## config.mk

```make
export PLATFORM = sky130hd
export DESIGN_NAME = tq_pll
export DESIGN_NICKNAME = d
export VERILOG_FILES = /design/src/rtl/tq_pll_pkg.sv /design/src/rtl/tq_pll_nco.sv /design/src/rtl/tq_pll.sv
export SDC_FILE = /design/constraint.sdc
export NUM_CORES = 1
export LEC_CHECK = 0
export BUFFER_PORTS_ARGS = -buffer_cell sky130_fd_sc_hd__buf_2
export CAP_MARGIN = 20
export CORE_AREA = 2 2 39 41
export DETAILED_ROUTE_END_ITERATION = 6
export DIE_AREA = 0 0 41 43
export SYNTH_ARGS = -nofsm -noshare
export SYNTH_HDL_FRONTEND = slang
export SYNTH_SLANG_ARGS = --single-unit
```

## constraint.sdc

```tcl
create_clock -name refclk -period 3.34 [get_ports refclk]
set_clock_uncertainty 0.1 [all_clocks]
set_input_delay 0.668 -clock refclk [delete_from_list [all_inputs] [get_ports refclk]]
set_output_delay 0.668 -clock refclk [all_outputs]
set_load 0.1 [all_outputs]
```

## src/rtl/tq_pll_pkg.sv

```systemverilog
// tq_pll_pkg: shared constants and helpers for the tq_pll clock generator.
//   - DefaultAccWidth          : default phase-accumulator width
//   - Min/Max AccWidth         : legal accumulator widths
//   - Min/Max LockCycles       : legal lock-count range
//   - freq_word_max(acc_width) : largest legal FREQ_WORD (f_ref/2)
//   - lock_cnt_width(cycles)   : bits needed to count 0..cycles
package tq_pll_pkg;

    localparam int unsigned DefaultAccWidth = 32;
    localparam int unsigned MinAccWidth     = 8;
    localparam int unsigned MaxAccWidth     = 48;
    localparam int unsigned MinLockCycles   = 1;
    localparam int unsigned MaxLockCycles   = 65535;

    function automatic longint unsigned freq_word_max(input int unsigned acc_width);
        return 64'd1 << (acc_width - 1);
    endfunction

    function automatic int unsigned lock_cnt_width(input int unsigned lock_cycles);
        return $clog2(lock_cycles + 1);
    endfunction

endpackage

```

## src/rtl/tq_pll_nco.sv

```systemverilog
// tq_pll_nco: phase-accumulator NCO producing a square wave and its rising-edge strobe.
// Ports:
//   refclk       in  reference clock, all state on posedge
//   rst          in  synchronous active-high reset, loads PHASE_OFFSET
//   outclk       out accumulator MSB (direct flop output)
//   outclk_rise  out high in the cycle outclk has just gone 0->1
module tq_pll_nco
    import tq_pll_pkg::*;
#(
    parameter int unsigned     ACC_WIDTH    = DefaultAccWidth,
    parameter longint unsigned FREQ_WORD    = freq_word_max(ACC_WIDTH),
    parameter longint unsigned PHASE_OFFSET = 0
) (
    input  logic refclk,
    input  logic rst,
    output logic outclk,
    output logic outclk_rise
);

    localparam logic [ACC_WIDTH-1:0] Inc       = ACC_WIDTH'(FREQ_WORD);
    localparam logic [ACC_WIDTH-1:0] ResetAcc  = ACC_WIDTH'(PHASE_OFFSET);

    logic [ACC_WIDTH-1:0] acc_q, acc_d;
    logic                 rise_q, rise_d;

    // Modulo-2^ACC_WIDTH wrap is implicit in the fixed-width add.
    always_comb begin
        acc_d  = acc_q + Inc;
        rise_d = !acc_q[ACC_WIDTH-1] && acc_d[ACC_WIDTH-1];
    end

    always_ff @(posedge refclk) begin
        if (rst) begin
            acc_q  <= ResetAcc;
            rise_q <= 1'b0;
        end else begin
            acc_q  <= acc_d;
            rise_q <= rise_d;
        end
    end

    assign outclk      = acc_q[ACC_WIDTH-1];
    assign outclk_rise = rise_q;

endmodule

```

## src/rtl/tq_pll.sv

```systemverilog
// tq_pll: synthesizable stand-in for the vendor PLL, running entirely in the refclk domain.
// Ports:
//   refclk         in  reference clock
//   rst            in  synchronous active-high reset
//   outclk_0       out derived clock, f_ref*FREQ_WORD/2^ACC_WIDTH
//   outclk_0_rise  out one-cycle strobe when outclk_0 has just risen
//   locked         out sticky lock flag, set after LOCK_CYCLES output rising edges
module tq_pll
    import tq_pll_pkg::*;
#(
    parameter int unsigned     ACC_WIDTH    = DefaultAccWidth,
    parameter longint unsigned FREQ_WORD    = freq_word_max(ACC_WIDTH),
    parameter longint unsigned PHASE_OFFSET = 0,
    parameter int unsigned     LOCK_CYCLES  = 16
) (
    input  logic refclk,
    input  logic rst,
    output logic outclk_0,
    output logic outclk_0_rise,
    output logic locked
);

    localparam int unsigned          CntWidth = lock_cnt_width(LOCK_CYCLES);
    localparam logic [CntWidth-1:0]  CntMax   = CntWidth'(LOCK_CYCLES);

    if (ACC_WIDTH < MinAccWidth || ACC_WIDTH > MaxAccWidth) begin : g_bad_acc_width
        $error("tq_pll: ACC_WIDTH out of range");
    end
    if (FREQ_WORD > freq_word_max(ACC_WIDTH)) begin : g_bad_freq_word
        $error("tq_pll: FREQ_WORD above 2**(ACC_WIDTH-1)");
    end
    if (LOCK_CYCLES < MinLockCycles || LOCK_CYCLES > MaxLockCycles) begin : g_bad_lock_cycles
        $error("tq_pll: LOCK_CYCLES out of range");
    end

    tq_pll_nco #(
        .ACC_WIDTH    (ACC_WIDTH),
        .FREQ_WORD    (FREQ_WORD),
        .PHASE_OFFSET (PHASE_OFFSET)
    ) u_nco (
        .refclk      (refclk),
        .rst         (rst),
        .outclk      (outclk_0),
        .outclk_rise (outclk_0_rise)
    );

    logic [CntWidth-1:0] cnt_q, cnt_d;
    logic                locked_q, locked_d;

    // locked is taken from the next counter value so it sets on the same edge
    // that counts the LOCK_CYCLES-th strobe, one cycle after that strobe.
    always_comb begin
        cnt_d = cnt_q;
        if (outclk_0_rise && (cnt_q != CntMax)) begin
            cnt_d = cnt_q + CntWidth'(1);
        end
        locked_d = locked_q || (cnt_d == CntMax);
    end

    always_ff @(posedge refclk) begin
        if (rst) begin
            cnt_q    <= '0;
            locked_q <= 1'b0;
        end else begin
            cnt_q    <= cnt_d;
            locked_q <= locked_d;
        end
    end

    assign locked = locked_q;

endmodule

```

==> flow_summary.ini <==
[status]
outcome = completed

[cts]
cts.clk_slew.worst_paths_ns = 0.05
insertion_delay_ns = 0.25
cts_num_sinks = 7
cts_buffer_depth = 2
cts_root_buffer = clkbuf_4
cts_hold_buf = 0
cts.htree.levels = 1
cts_buffers = 3
postCtsSetupBuffers = 0
cts_tree = built
ctsResizeCount = 0

[floorplanning]
io_pins = 5
die_x_um = 41
initial_utilization_pct = 24.2
fp.coreArea_mm2 = 0.00138
rows = 14
dieArea_mm2 = 0.00176
fp.dieH_um = 43

[synth]
netlist_area_um2 = 335
ys_warn_count = 0
synth_largest_area_cell = dfxtp_1
yosysSeqAreaShare_pct = 41.8
syn_inst = 35
synth_nets = 39
synth_cell_types = 17
ys_ff_latch = 7
syn_avg_cell_area_um2 = 9.58
yosys-top-cells-area = dfxtp_1, nor2_1, ha_1
yosys.area.top_type_share_pct = 41.8

[hold_path]
hold_path.class = flip-flop to flip-flop
min_from = u_nco.outclk_rise

[setup_path]
slowest_stage = buf_2
timing.rr.start = cnt_q[0]
worst-setup-path-type = flip-flop to output port
worstPathCellList = buf_2
cp_max_fo = 7
cp.arrival_ns = 1.18
start_kind = flip-flop
critPathBufInv = 1
crit_start = u_nco.outclk_rise
crit_family = buffers and inverters
max_stage_delay_ns = 0.48
worstPathRequired_ns = 2.57
worstSetupEndpointType = output port

[power]
clockPowerShare_pct = 37.6
power_switching_mw = 0.0553
power.leakage_nw = 0.166
powerDensity_mw_per_mm2 = 501
switching_share_pct = 28.0
comb_power_share_pct = 16.1
intPower_mw = 0.142
max-vdd-ir-drop_uv = 172
seqPwrFrac_pct = 46.3

[grt]
grt_util_all_layers_pct = 7.36
grt-ovfl-total = 0
antenna_found_initial = 0
grt_pass1_wl_um = 814
grt_pass1_vias = 224
grt_max_degree = 8

[timing]
slew_viol_final = 0
tightest_slew_ns = 0.484
setup_viol = 0
min_period_ns = 1.95
finalCritPeriodShare_pct = 58.4
setup_ws_ns = 1.39
rsz0062_at_grt = no
relSlewSlack_pct = 68.0
final_hold_viol_count = 0
clock.fmax_mhz = 513
tns_ns = 0

[placement]
dp_slack_ns = 1.58
hpwl_um = 412
placedCellCount = 54
io_buffers = 4
gp_congestion = 0.614

[cells_and_area]
area_delta_synth_final_pct = 17.5
stdcell_count = 58
nNetsFinal = 47
final_cell_mix = nor2_1, dfxtp_1, buf_2
diodes = 0
fillCellCount = 151
layout-drive-gt1-share_pct = 21.4
layout_commonest_cell = nor2_1

[routing]
vias = 250
drc = 0
post_drt_wl_per_cell_um = 8.90
postRouteAntennaNets = 0
drtPass1Iterations = 2
drt-vias-per-instance = 4.31
drt_iter0_markers = 1
drt-total-wl_um = 516

[run]
drv_cap = 0
-- power by group through the flow --
stage | Combinational (mW) | Clock [mW] | Sequential [mW]
after floorplan | 0.0218 | 0 | 0.0984
after global placement | 0.0320 | 0 | 0.0930
after detailed placement | 0.0320 | 0 | 0.0933
after CTS | 0.0323 | 0.0779 | 0.0915
after global routing | 0.0347 | 0.0819 | 0.0921
final | 0.0318 | 0.0743 | 0.0913
-- kinds of logic (layout without fill, tap and decap cells) --
logic type               Yosys count  in the layout  share of synthesized area (%)
multiplexers                       2              2                           6.34
adder cells (fa/ha/maj)            2              2                           7.46
buffers and inverters              4             11                           5.60
AO/OA/AOI/OAI                      4              4                           13.4
XOR/XNOR                           3              3                           7.84
AND/OR/NAND/NOR                   13             13                           17.5
flip-flops                         7              7                           41.8
-- registers in the layout, summed over array words and instances, names as in the netlist --
register,count
cnt_q,5
locked,1
u_nco.outclk_rise,1
-- cell type report --
cell class / instances / area (µm²) / share of cell area, %
repair buffers: 4 / 20.0 / 5.08
well taps: 16 / 20.0 / 5.08
flip-flops and latches: 7 / 140 / 35.6
clock buffers: 4 / 26.3 / 6.67
multi-input cells: 24 / 176 / 44.8
inverters: 3 / 11.3 / 2.86
-- metrics by stage --
step                      power (mW)  hold WS (ns)  cell area [µm²]  util, %
after global routing           0.209         0.466              394     28.5
after detailed placement       0.125         0.430              368     26.6
after CTS                      0.202         0.444              394     28.5
after global placement         0.125         0.418              368     26.6
after floorplan                0.120         0.432              335        -
final                          0.197         0.441              394     28.5
-- final timing paths --
path | to | slack [ns] | depth (start not counted)
setup / recovery | outclk_0 | 1.39 | 1
hold reg to reg | u_nco.outclk_rise | 0.44 | 1
setup reg to reg | locked | 1.59 | 6
hold / removal | u_nco.outclk_rise | 0.44 | 1
-- cells in the mapped netlist (all sizes together) --
master / number
inv: 3
nor2: 8
ha: 2
dfxtp: 7
mux2: 1
a41o: 1
mux2i: 1
o31ai: 1
a311oi: 1
nor2b: 1
a21oi: 1
nand4: 2
buf: 1
nand2: 2
xor2: 1
xnor2: 2
-- routing by layer --
metal / share of wire [%] / track usage [%] / wire length, µm
met1: 48 / 7.82 / 249
met2: 47 / 9.69 / 240
met3: 2.3 / 3.14 / 12
met4: 2.7 / 8.00 / 14
met5: 0 / 0 / 0
No activity file was read; power rests on OpenSTA's default activity.
